==> config.mk <==
export PLATFORM = sky130hd
export DESIGN_NAME = xy_bram_sequencer
export DESIGN_NICKNAME = d
export VERILOG_FILES = /design/src/rtl/xy_bram_sequencer_pkg.sv /design/src/rtl/xy_bram_sequencer_rise_detect.sv /design/src/rtl/xy_bram_sequencer.sv
export SDC_FILE = /design/constraint.sdc
export NUM_CORES = 1
export LEC_CHECK = 0
export ABC_AREA = 1
export ABC_CLOCK_PERIOD_IN_PS = 2500
export CAP_MARGIN = 20
export CORE_UTILIZATION = 46
export CTS_BUF_LIST = sky130_fd_sc_hd__clkbuf_16
export CTS_CLUSTER_DIAMETER = 30
export DETAILED_ROUTE_END_ITERATION = 10
export PLACE_DENSITY = 0.91
export SKIP_CTS_REPAIR_TIMING = 1
export SLEW_MARGIN = 20
export SYNTH_ARGS = -nofsm -noshare
export SYNTH_HDL_FRONTEND = slang
export SYNTH_HIERARCHICAL = 1
export SYNTH_SLANG_ARGS = --single-unit
==> constraint.sdc <==
create_clock -name clk -period 2.5 [get_ports clk]
set_input_delay 0.75 -clock clk [delete_from_list [all_inputs] [get_ports clk]]
set_output_delay 0.75 -clock clk [all_outputs]
set_load 0.03 [all_outputs]
==> src/rtl/xy_bram_sequencer_pkg.sv <==
// Shared types and width defaults for the XY BRAM pipeline.
// Loader, contour and VGA blocks import the same widths.
package xy_bram_sequencer_pkg;

    localparam int DEF_ADDR_W = 19;
    localparam int DEF_BIN_W  = 3;

    typedef enum logic [2:0] {
        S_IDLE        = 3'd0,
        S_LOAD_RST    = 3'd1,
        S_LOAD        = 3'd2,
        S_GAP         = 3'd3,
        S_CONTOUR_RST = 3'd4,
        S_CONTOUR     = 3'd5,
        S_DISPLAY     = 3'd6,
        S_FAULT       = 3'd7
    } state_t;

endpackage

==> src/rtl/xy_bram_sequencer_rise_detect.sv <==
// Registers a level input and flags its rising edge.
// The pulse is high for the single cycle where d rises.
module rise_detect (
    input  logic clk,
    input  logic rst_n,
    input  logic d,
    output logic rise
);

    logic d_q;

    always_ff @(posedge clk or negedge rst_n) begin
        if (!rst_n) begin
            d_q <= 1'b0;
        end else begin
            d_q <= d;
        end
    end

    assign rise = d & ~d_q;

endmodule

==> src/rtl/xy_bram_sequencer.sv <==
// Sequences loader -> contour -> display phases and
// arbitrates the shared BRAM port A between them.
module xy_bram_sequencer
    import xy_bram_sequencer_pkg::*;
#(
    parameter int ADDR_W      = DEF_ADDR_W,
    parameter int BIN_W       = DEF_BIN_W,
    parameter int RST_CYCLES  = 4,
    parameter int WDOG_CYCLES = 1 << 24
) (
    input  logic              clk,
    input  logic              reset_n,
    input  logic              restart,
    input  logic              load_done,
    input  logic              contour_done,
    input  logic [ADDR_W-1:0] load_addr,
    input  logic [ADDR_W-1:0] contour_addr,
    input  logic [ADDR_W-1:0] vga_addr,
    input  logic [BIN_W-1:0]  load_din,
    input  logic [BIN_W-1:0]  contour_din,
    input  logic              load_we,
    input  logic              contour_we,
    output logic [ADDR_W-1:0] bram_addr,
    output logic [BIN_W-1:0]  bram_din,
    output logic              bram_we,
    output logic              load_reset,
    output logic              contour_reset,
    output logic              contour_start,
    output logic [2:0]        phase,
    output logic              error
);

    localparam int CNT_W = $clog2(RST_CYCLES + 2) + 1;
    localparam int WD_W  = (WDOG_CYCLES > 2) ?
                           $clog2(WDOG_CYCLES) : 1;

    localparam logic [CNT_W-1:0] RST_LAST =
        CNT_W'(RST_CYCLES - 1);
    localparam logic [CNT_W-1:0] GAP_LAST = CNT_W'(1);
    localparam logic [WD_W-1:0]  WD_LAST  =
        WD_W'(WDOG_CYCLES - 1);

    state_t           state;
    logic [CNT_W-1:0] cnt;
    logic [WD_W-1:0]  wd;
    logic [1:0]       rst_sync;
    logic             rst_n_s;
    logic             restart_rise;

    // Reset asserts immediately, releases two clocks later.
    always_ff @(posedge clk or negedge reset_n) begin
        if (!reset_n) begin
            rst_sync <= 2'b00;
        end else begin
            rst_sync <= {rst_sync[0], 1'b1};
        end
    end

    assign rst_n_s = rst_sync[1];

    rise_detect u_restart (
        .clk   (clk),
        .rst_n (rst_n_s),
        .d     (restart),
        .rise  (restart_rise)
    );

    always_ff @(posedge clk or negedge rst_n_s) begin
        if (!rst_n_s) begin
            state <= S_IDLE;
            cnt   <= '0;
            wd    <= '0;
            error <= 1'b0;
        end else if (restart_rise && state != S_IDLE) begin
            state <= S_LOAD_RST;
            cnt   <= '0;
            wd    <= '0;
            error <= 1'b0;
        end else begin
            unique case (state)
                S_IDLE: begin
                    state <= S_LOAD_RST;
                    cnt   <= '0;
                end
                S_LOAD_RST: begin
                    if (cnt == RST_LAST) begin
                        state <= S_LOAD;
                        wd    <= '0;
                    end else begin
                        cnt <= cnt + 1'b1;
                    end
                end
                S_LOAD: begin
                    if (load_done) begin
                        state <= S_GAP;
                        cnt   <= '0;
                    end else if (wd == WD_LAST) begin
                        state <= S_FAULT;
                        error <= 1'b1;
                    end else begin
                        wd <= wd + 1'b1;
                    end
                end
                S_GAP: begin
                    if (cnt == GAP_LAST) begin
                        state <= S_CONTOUR_RST;
                        cnt   <= '0;
                    end else begin
                        cnt <= cnt + 1'b1;
                    end
                end
                S_CONTOUR_RST: begin
                    if (cnt == RST_LAST) begin
                        state <= S_CONTOUR;
                        wd    <= '0;
                    end else begin
                        cnt <= cnt + 1'b1;
                    end
                end
                S_CONTOUR: begin
                    if (contour_done) begin
                        state <= S_DISPLAY;
                    end else if (wd == WD_LAST) begin
                        state <= S_FAULT;
                        error <= 1'b1;
                    end else begin
                        wd <= wd + 1'b1;
                    end
                end
                S_DISPLAY: state <= S_DISPLAY;
                S_FAULT:   state <= S_FAULT;
            endcase
        end
    end

    always_comb begin
        bram_addr = '0;
        bram_din  = '0;
        bram_we   = 1'b0;
        case (state)
            S_LOAD: begin
                bram_addr = load_addr;
                bram_din  = load_din;
                bram_we   = load_we;
            end
            S_GAP: bram_addr = load_addr;
            S_CONTOUR: begin
                bram_addr = contour_addr;
                bram_din  = contour_din;
                bram_we   = contour_we;
            end
            S_DISPLAY: bram_addr = vga_addr;
            S_FAULT:   bram_addr = vga_addr;
            default: ;
        endcase
    end

    // A restart edge drops the enable before the state moves.
    assign contour_start = (state == S_CONTOUR) &&
                           !restart_rise;
    assign load_reset    = !rst_n_s ||
                           (state == S_LOAD_RST);
    assign contour_reset = !rst_n_s ||
                           (state == S_CONTOUR_RST);
    assign phase         = state;

endmodule

After elaboration in Yosys (flattened, before gate mapping)
Cells that the tools add are included.

Register bits: 35. Word-level logic and storage cells: 73.

Equality and inequality tests: 18. Muxes and demuxes: 27. Reduce and logical (&&, ||, !) cells: 18. Bitwise logic cells: 2. Add/sub/neg operators: 2.

Operator list (count): two-way mux 24 bit (5); one-hot mux 24 bit (3 select lines) (1); one-hot mux 19 bit (3 select lines) (1); adder 24 x 1 -> 24 bit, second input constant (1); equality test 24 bit, second input constant (1); one-hot mux 3 bit (8 select lines) (1); two-way mux 3 bit (7); inequality test 3 bit, second input constant (7); two-way mux 4 bit (4); one-hot mux 4 bit (4 select lines) (1); equality test 3 bit, second input constant (4); AND reduction 3 bit (3); equality test 3 x 2 -> 1 bit, second input constant (2); one-hot mux 3 bit (2 select lines) (1); nonzero test 3 bit (2); OR reduction 2 bit (3); nonzero test 5 bit (1); adder 4 x 1 -> 4 bit, second input constant (1); equality test 4 x 1 -> 1 bit, second input constant (1); equality test 4 x 2 -> 1 bit, second input constant (1); two-way mux 1 bit (4); one-hot mux 1 bit (2 select lines) (2); AND reduction 4 bit (1); nonzero test 4 bit (1); 8 further kinds (11).

Logic depth before layout (Yosys ltp)
Word-level depth: 5. Depth in mapped cells: 12.

Modules after synthesis
Netlist, hierarchy kept.

Modules (own cells, without submodules): xy_bram_sequencer (seq. area each 850.8 um^2, area an instance 2797.7 um^2, instances 1, cells each 466); rise_detect (seq. area each 25.0 um^2, area an instance 35.0 um^2, instances 1, cells each 3).

Least setup slack after synthesis
No wires, ideal clock.

Path kind: reg2out. From: register state[1] (netlist: phase[1]). To: output bram_addr[0]. Slack: 0.035 ns. Data arrival time: 1.715 ns. Stages on the path, launching flop included: 6. Required time: 1.750 ns. Cell sequence: dfrtp_1 -> inv_1 -> nor2_1 -> clkbuf_1 -> nand2_1 -> nand3_1.

Cells in the longest elaborated chain, start to end: 3.

Ends and longest elaborated chain: start: declaration (RTL line xy_bram_sequencer.sv:43) `state_t state;`; start signal: assignment (RTL line xy_bram_sequencer.sv:70) `state <= S_IDLE;`; start signal: assignment (RTL line xy_bram_sequencer.sv:75) `state <= S_LOAD_RST;`; start signal: assignment (RTL line xy_bram_sequencer.sv:82) `state <= S_LOAD_RST;`; equality test 3 bit / equality test 3 x 2 -> 1 bit (equally long branches) (RTL line xy_bram_sequencer.sv:140) `case (state)`; OR reduction 2 bit (no line); one-hot mux 19 bit (3 select lines) (*) (RTL line xy_bram_sequencer.sv:140); end: declaration (RTL line xy_bram_sequencer.sv:23) `output logic [ADDR_W-1:0] bram_addr,`.

Every way passes the cells marked *; elsewhere a longest branch is shown, timed or not.

Worst setup path after layout
From: input restart. To: output contour_start.

Cells in the longest elaborated chain, start to end: 3.

Ends and longest elaborated chain: start: declaration (RTL line xy_bram_sequencer.sv:13) `input logic restart,`; AND 1 bit (RTL line xy_bram_sequencer_rise_detect.sv:20) `assign rise = d & ~d_q;`; via restart_rise (RTL line xy_bram_sequencer.sv:48) `logic restart_rise;`; logical NOT 1 bit (RTL line xy_bram_sequencer.sv:160) `!restart_rise;`; logical AND 1 bit (RTL line xy_bram_sequencer.sv:159) `assign contour_start = (state == S_CONTOUR) &&`; end: declaration (RTL line xy_bram_sequencer.sv:28) `output logic contour_start,`.

The timed path passes the listed nets, and every way through them passes these cells.

==> results by group <==
Run status
  • Status: complete, no violations

Yosys
  • Syn Inst Count: 469
  • Synth Warn #: 6
  • Seq cells post-synth: 35
  • Synth cell types: 33
  • Avg Cell Area, Syn: 6.04 µm²
  • Yosys top cell area share: 30.9%
  • Top cells by area, synth: dfrtp_1 31%, nand2_1 27%, nand3_1 9.0%
  • Synthesized net count: 542
  • Post-synth top area cell: dfrtp_1
  • Post-synthesis sequential area ratio: 30.9%
  • Synth Cell Area: 2830 µm²

Floorplanning
  • Die height: 80.5 µm
  • Die Wd: 80.5 µm
  • Initial Util: 47.8%
  • # rows: 28
  • Die Area: 6480 µm²
  • # IOs: 100
  • Area of the core: 5920 µm²

Critical path
  • CP max stage delay: 0.47 ns
  • Data arrival, critical path: 1.67 ns
  • Critical path endpoint category: primary output
  • CP Cell Sequence: clkdlybuf4s50_1 -> inv_1 -> nor2_2 -> nor2_1 -> buf_4
  • Crit Path Class: input pin to primary output
  • Critical path peak fanout: 4
  • Slowest cell on the critical path: clkdlybuf4s50_1
  • CP Launch Type: input pin
  • CP required: 1.75 ns

Route
  • Pre-antenna DRT Iters: 5
  • Vias: 3404
  • DR DRC count: 0
  • DR top layer: met4
  • Metal2 WL: 4360 µm
  • Post-Route WL: 8750 µm
  • Metal3 WL: 924 µm
  • Final ANT Viol Nets: 0
  • 1st-iter DRT viols: 249
  • Routed WL per cell: 13.5 µm
  • Routed length on met1: 3330 µm
  • Detailed-route vias per instance: 5.26

Timing
  • Actual slew at the worst max-slew pin: 0.511 ns
  • Max Transition Viols Final: 0
  • Max Fclk: 414 MHz
  • Hold Violations, Final: 0
  • Final Cycle Share: 96.7%
  • Clk_skew: 0.00787 ns
  • Slew HR: 65.6%
  • Setup TNS: 0 ns
  • RSZ-0062 raised after global routing: false
  • Min Clock Period, post-route: 2.42 ns
  • Setup Viol. Count Final: 0

Global routing
  • First-pass GRT wire length: 13800 µm
  • Vias in the first global route: 3150
  • Congestion Overflow GR: 0
  • Largest net degree at the start of global routing: 32
  • Antenna violations before repair: 0
  • Gr usage total: 27.3%

Clock network
  • CTS sink count: 35
  • CTS root buf: clkbuf_16
  • Clk_lat worst skew: 0.28 ns
  • CTS buffer count: 5
  • CTS max path bufs: 2
  • Htree depth: 2
  • CTS clk-pin slew, worst paths: 0.06 ns
  • CTS tree: done

Finish
  • Ratio of cells with drive above 1 in the final layout: 10.5%
  • Nets: 644
  • Antenna fix cells: 0
  • Commonest non-fill, non-tap cell in the layout: nand2_1
  • Layout area overhead: 42.5%
  • Core Util, Final: 68.2%
  • Most frequent cells in the layout: 201 x nand2_1, 73 x clkdlybuf4s50_1, 61 x nor2_1
  • FILL cells: 491

Placed design
  • RePlAce Congestion: 0.966
  • PortBufs: 99
  • DP HPWL: 6580 µm

Power
  • Leakage power: 1.85 nW
  • Power Density: 932 nW/µm²
  • Peak VDD IR: 0.687 mV

Run
  • Max-Cap Viols: 0

Worst hold path
  • Hold Path Class: flop to async pin
report_power, final:
group | total (W) | switching (W) | internal, W | leakage, nW
combinational | 0.00243 | 0.00156 | 0.000869 | 1.31
sequential | 0.000743 | 0.000106 | 0.000637 | 0.472
clock | 0.000593 | 0.000230 | 0.000363 | 0.0710
per-stage QoR:
stage                     hold WS (ns)  instances  setup slack (ns)  instance area, µm²  power [W]
after floorplan                  0.331        469            0.0351                2830    0.00231
after global placement          0.0670        639            0.0874                3870    0.00308
after detailed placement        0.0740        639            0.0827                3870    0.00314
after CTS                       0.0753        647           -0.0453                4020    0.00374
after global routing            0.0902        647           0.00755                4040    0.00400
final                           0.0739        647            0.0820                4040    0.00376
cell type report:
class / instances / area, µm² / share of cell area, %
Clock buffer: 5 / 125 / 3.10
Clock inverter: 3 / 16.3 / 0.403
Inverter: 35 / 135 / 3.35
Multi-Input combinational cell: 387 / 1760 / 43.7
Sequential cell: 35 / 876 / 21.7
Tap cell: 75 / 93.8 / 2.32
Timing Repair Buffer: 107 / 1030 / 25.5
worst paths after layout:
| path | startpoint | endpoint | slack, ns | cells after the start |
|---|---|---|---|---|
| hold reg to reg | rst_sync[1]$_DFF_PN0_ | phase[1]$_DFFE_PN0P_ | 0.07 | 0 |
| setup / recovery | restart | contour_start | 0.08 | 5 |
| max in group asynchronous | reset_n | rst_sync[0]$_DFF_PN0_ | 1.74 | 1 |
| min in group clk | rst_sync[0]$_DFF_PN0_ | rst_sync[1]$_DFF_PN0_ | 0.35 | 0 |
| hold / removal | rst_sync[1]$_DFF_PN0_ | phase[1]$_DFFE_PN0P_ | 0.07 | 0 |
| setup reg to reg | phase[0]$_DFFE_PN0P_ | wd[18]$_DFFE_PN0P_ | 0.30 | 12 |
per-layer routing:
metal,GRT usage [%],vias to the layer above
met5,0,-
met1,30.3,1555
li1,-,1690
met4,9.29,0
met2,49.9,145
met3,7.16,14
registers in the layout (all words and copies together) (netlist names):
name           cells
wd                24
error              1
rst_sync           2
cnt                4
u_restart/d_q      1
phase              3
worst max-delay path: cells and delay by family:
| kind | cells | cell delay [ns] |
|---|---|---|
| and+or+nand+nor | 2 | 0.23 |
| buffers and inverters | 3 | 0.69 |
synthesized netlist by cell type (all sizes together):
cell and count:
clkbuf 7, nand3 52, buf 5, dfrtp 35, nand2 208, a21oi 4, ha 3, a22o 4
nor4 4, o21bai 5, o21ai 11, nand4 4, nor2b 1, xor2 6, conb 1, nand3b 1
o22ai 2, a31oi 1, nor3b 1, nor3 8, nor2 68, inv 34, a2bb2oi 1, clkinv 1
xnor2 2
logic make-up (layout without fill, tap and decap cells):
kind of cell             Yosys count  count (layout)  share of synthesized area [%]
AND/OR/NAND/NOR                  347             347                           51.8
buffers and inverters             47             150                           7.02
XOR/XNOR                           8               8                           2.47
flip-flops                        35              35                           30.9
AO/OA/AOI/OAI                     28              28                           6.32
adder cells (fa/ha/maj)            3               3                           1.33
other                              1               1                          0.132
(Power assumes the default switching activity.)
==> RTL change 1 (same settings) <==
Register the input `load_addr` before use. The logic sees it one clock later. The other inputs are not delayed to match.
--- a/src/rtl/xy_bram_sequencer.sv
+++ b/src/rtl/xy_bram_sequencer.sv
@@ -39,6 +39,12 @@
     localparam logic [CNT_W-1:0] GAP_LAST = CNT_W'(1);
     localparam logic [WD_W-1:0]  WD_LAST  =
         WD_W'(WDOG_CYCLES - 1);
+
+    logic [ADDR_W-1:0] load_addr_q;
+
+    always_ff @(posedge clk) begin
+        load_addr_q <= load_addr;
+    end
 
     state_t           state;
     logic [CNT_W-1:0] cnt;
@@ -139,11 +145,11 @@
         bram_we   = 1'b0;
         case (state)
             S_LOAD: begin
-                bram_addr = load_addr;
+                bram_addr = load_addr_q;
                 bram_din  = load_din;
                 bram_we   = load_we;
             end
-            S_GAP: bram_addr = load_addr;
+            S_GAP: bram_addr = load_addr_q;
             S_CONTOUR: begin
                 bram_addr = contour_addr;
                 bram_din  = contour_din;
Formal check against the unedited RTL: not equivalent (Yosys sat finds a counterexample within 10 cycles, from zero or initial values and one cycle with reset_n low).
==> RTL change 1 against the unedited design <==
- sequential share of layout area rose by 5.9 points
- synthesized area rose by 17%
- total power rose by 19%
- utilization fell by 1.6 points
- sequential cell count rose by 19
- non-clock buffer count rose by 3
- register-to-register slack improved by 0.11 ns
- worst setup slack got worse by 0.017 ns
- largest power group unchanged
- final area rose by 13%
- routed wire length rose by 8.4%
- sequential power rose by 45%
- largest cell class unchanged
==> RTL change 1: results (changes against the unedited design) <==
.. list-table::
   :header-rows: 1

   * - Metric
     - Value
   * - Fraction of final layout cells sized beyond drive strength 1
     - 14.1% (+3.6 points)
   * - Top cells by count, synth
     - sky130_fd_sc_hd__nand2_1, sky130_fd_sc_hd__nand3_1, sky130_fd_sc_hd__nor2_1
   * - Area share of xor/xnor cells in the synthesized design
     - 1.59% (-0.89 points)
   * - P_int
     - 0.00234 W (+25%)
   * - Post-Place Setup Slack
     - -0.00848 ns (-0.0912 ns)
   * - Critical path fanouts, max
     - 19 (+15)
   * - Initial drt markers
     - 288 (+16%)
   * - Post-synth net total
     - 559 (+3.1%)
   * - Sum of met3 wire segment lengths after detailed routing
     - 735 um (-20%)
   * - Total instance count after detailed placement
     - 678 (+6.1%)
   * - Worst Hold Slack
     - 0.287 ns (+0.213 ns)
   * - Maximum clock skew at final layout
     - 0.00858 ns (+0.000709 ns)
   * - Terminus of the critical flop-to-flop path
     - wd[1]
   * - Number of search-and-repair iterations in the first detailed-routing pass
     - 7 (+2)
   * - Post-route non-filler standard cell count
     - 686 (+6.0%)
   * - Fill count
     - 546 (+11%)
   * - Count of mapped cells out of synthesis
     - 486 (+3.6%)
   * - Number of global-route vias before repair
     - 3463 (+9.9%)
   * - Final Wtd Congestion
     - 0.931 (-3.6%)
   * - Top area cells in the synthesized netlist
     - sky130_fd_sc_hd__dfrtp_1, sky130_fd_sc_hd__nand2_1, sky130_fd_sc_hd__dfxtp_1, sky130_fd_sc_hd__nand3_1, sky130_fd_sc_hd__nor2_1
   * - Library cells used by synthesis
     - 42 (+27%)
   * - Status
     - complete, no violations
   * - Worst r2r path cells
     - 11 (-1)
   * - Async set or reset register ratio after synthesis
     - 64.8% (-35 points)
   * - Final Critical Period
     - 2.43 ns (+0.0168 ns)
   * - Reg2Reg Setup Slack
     - 0.41 ns (+0.11 ns)
   * - Critical register-to-register path startpoint
     - wd[0]
   * - Largest voltage drop on the vdd net
     - 0.000673 V (-2.1%)
   * - Drt via density
     - 5.23 (-0.64%)
   * - DP HPWL
     - 7.21 mm (+9.6%)
   * - Clock latency on the worst-skew pair
     - 0.30 ns (+0.02 ns)
   * - Utilization after layout
     - 66.6% (-1.6 points)
   * - Global router's overall resource usage
     - 26.9% (-0.38 points)
   * - Fraction of the yosys area taken by sequential cells
     - 37.9% (+7.0 points)
   * - Total routed wire length on the met1 layer
     - 3.80 mm (+14%)
   * - Fraction of the mapped netlist area in compound gates
     - 6.49% (+0.18 points)
   * - Total length of routed met2 wires
     - 4.62 mm (+6.1%)
   * - LEAKAGE
     - 2.05 nW (+11%)
   * - Placement-stage cell area
     - 4370 sq um (+13%)
RTL change 1: cell types whose count changed after synthesis, sizes merged, moves of 2 or more:
cell / delta
inv: +6
nand4: +2
o21bai: -3
nor3: -6
dfxtp: +19
o21ai: +5
nand2: -10
nor4: -2
nor2: -5
nand3: +9
buf: +3
RTL change 1: critical path: stages (launching register included):
cell and delay, ns:
sky130_fd_sc_hd__dfrtp_2 0.49, sky130_fd_sc_hd__nor2_1 0.15, sky130_fd_sc_hd__nand2_2 0.12, sky130_fd_sc_hd__o21ai_2 0.09, sky130_fd_sc_hd__buf_6 0.19, sky130_fd_sc_hd__nand2_1 0.09, sky130_fd_sc_hd__nand3_1 0.08, sky130_fd_sc_hd__buf_4 0.16
RTL change 1: routing by layer:
| layer | global-route usage, % | vias up |
|---|---|---|
| met5 | 0 | - |
| li1 | - | 1752 |
| met3 | 5.88 | 29 |
| met4 | 12.6 | 0 |
| met2 | 46.3 | 170 |
| met1 | 32.0 | 1635 |
RTL change 1: power groups by stage:
stage / clock network, W / logic (W) / registers (W)
CTS: 0.000813 / 0.00255 / 0.00107
detailed placement: 0 / 0.00253 / 0.00109
floorplan: 0 / 0.00177 / 0.00109
global placement: 0 / 0.00247 / 0.00109
global route: 0.000854 / 0.00276 / 0.00110
finish: 0.000814 / 0.00258 / 0.00108
RTL change 1: layout make-up:
cell class                      instances  area share [%]
Sequential cell                        54            27.6
Clock buffer                            5            2.74
Multi-Input combinational cell        377            39.4
Inverter                               41            3.56
Clock inverter                          3           0.958
Timing Repair Buffer                  110            23.2
Tap cell                               96            2.63
==> RTL change 2 (same flow settings) <==
Without the edit above. Set the parameter `RST_CYCLES` to 2 (it was 4).
--- a/src/rtl/xy_bram_sequencer.sv
+++ b/src/rtl/xy_bram_sequencer.sv
@@ -5,7 +5,7 @@
 #(
     parameter int ADDR_W      = DEF_ADDR_W,
     parameter int BIN_W       = DEF_BIN_W,
-    parameter int RST_CYCLES  = 4,
+    parameter int RST_CYCLES  = 2,
     parameter int WDOG_CYCLES = 1 << 24
 ) (
     input  logic              clk,
Check against the original RTL: not equivalent (a bounded check fails within 10 cycles, from zero or initial values and one cycle with reset_n low).
==> RTL change 2 against the unedited design <==
- via count rose by 0.73%
- total power rose by 3.2%
- final area rose by 1.2%
- critical path type unchanged
- worst setup slack got worse by 0.0086 ns
- non-clock buffer count did not move
- synthesized area rose by 1.1%
- critical path depth did not move
- worst hold slack improved by 0.29 ns
- routed wire length rose by 4.3%
- clock power fell by 2%
- fmax fell by 0.35%
- synthesized cell count fell by 1.1%
- sequential cell count fell by 1
==> RTL change 2: results (changes against the unedited design) <==
.. list-table::
   :header-rows: 1

   * - Metric
     - Value
   * - Maximum clock skew at final layout
     - 0.00485 ns (-0.00302 ns)
   * - Library cells used by synthesis
     - 35 (+6.1%)
   * - Switching power as a share of total power
     - 51.0% (+0.69 points)
   * - Post-synth net total
     - 537 (-0.92%)
   * - Largest voltage drop on the vdd net
     - 0.000707 V (+2.8%)
   * - Total instance count after detailed placement
     - 632 (-1.1%)
   * - Initial drt markers
     - 253 (+1.6%)
   * - Mapped Avg Cell Area
     - 6.17 sq um (+2.1%)
   * - Fraction of the yosys area taken by sequential cells
     - 29.7% (-1.2 points)
   * - DP HPWL
     - 7.03 mm (+6.8%)
   * - Top area cells in the synthesized netlist
     - sky130_fd_sc_hd__dfrtp_1, sky130_fd_sc_hd__nand2_1, sky130_fd_sc_hd__nand3_1, sky130_fd_sc_hd__nor2_1, sky130_fd_sc_hd__inv_1
   * - Area share of xor/xnor cells in the synthesized design
     - 2.45% (-0.026 points)
   * - Synthesized-area fraction occupied by adder cells
     - 1.31% (-0.014 points)
   * - Worst hold path class
     - reg -> reg
   * - LEAKAGE
     - 1.89 nW (+2.0%)
   * - Total Nets Final
     - 638 (-0.93%)
   * - DR WL/cell
     - 14.2 um (+5.3%)
   * - Fraction of the mapped netlist area in compound gates
     - 5.68% (-0.63 points)
   * - Flip-flop and latch power
     - 0.000694 W (-6.6%)
   * - Fraction of final layout cells sized beyond drive strength 1
     - 14.3% (+3.8 points)
   * - Global router's overall resource usage
     - 28.9% (+1.6 points)
   * - First-pass GRT wire length
     - 14.5 mm (+5.4%)
   * - Routed wire length
     - 9.13 mm (+4.3%)
   * - Sequential fraction of design power
     - 17.9% (-1.8 points)
   * - Number of global-route vias before repair
     - 3183 (+1.0%)
   * - Fill count
     - 490 (-0.20%)
   * - Status
     - complete, no violations
   * - Final Wtd Congestion
     - 0.926 (-4.2%)
   * - Post-Place Setup Slack
     - 0.0513 ns (-0.0314 ns)
[RTL change 2: cell types whose count changed after synthesis, moves of 4 or more]
cell | unedited run | this run
sky130_fd_sc_hd__buf_2 | 0 | 5
sky130_fd_sc_hd__nand2_4 | 0 | 4
sky130_fd_sc_hd__nor2_1 | 61 | 54
sky130_fd_sc_hd__nand2_1 | 201 | 190
sky130_fd_sc_hd__nand2_2 | 7 | 17
[RTL change 2: routing by layer]
layer	part of all wire [%]	routed length, um	track usage, %
met5	0	0	0
met4	4.4	398	15.2
met3	6.9	631	5.51
met2	49	4500	49.6
met1	39	3600	33.9
[RTL change 2: worst max-delay path, delay by kind of cell]
kind | cells | cell delay, ns
buffers and inverters | 3 | 0.67
and+or+nand+nor | 2 | 0.25
[RTL change 2: path summary, 6_finish.rpt]
| path | startpoint | endpoint | slack (ns) | depth (start not counted) |
|---|---|---|---|---|
| worst max-delay path | restart | contour_start | 0.07 | 5 |
| worst min-delay path | rst_sync[0] | rst_sync[1] | 0.36 | 0 |
| worst max register to register | wd[0] | wd[21] | 0.44 | 12 |
| worst min register to register | rst_sync[0] | rst_sync[1] | 0.36 | 0 |
| min in group asynchronous | rst_sync[1] | wd[3] | 0.41 | 1 |
| max in group asynchronous | reset_n | rst_sync[1] | 1.75 | 1 |
[RTL change 2: final cells by class]
cell class / instances / share of cell area (%)
Clock buffer: 5 / 3.06
Tap cell: 75 / 2.30
Timing Repair Buffer: 107 / 25.9
Clock inverter: 3 / 0.276
Sequential cell: 34 / 20.8
Multi-Input combinational cell: 381 / 44.2
Inverter: 36 / 3.46
[RTL change 2: metrics by stage]
stage	TNS (ns)	area [sq um]
after floorplan	0	2860
after global placement	0	3910
after detailed placement	0	3910
after CTS	-0.555	4050
after global routing	0	4090
final	0	4090
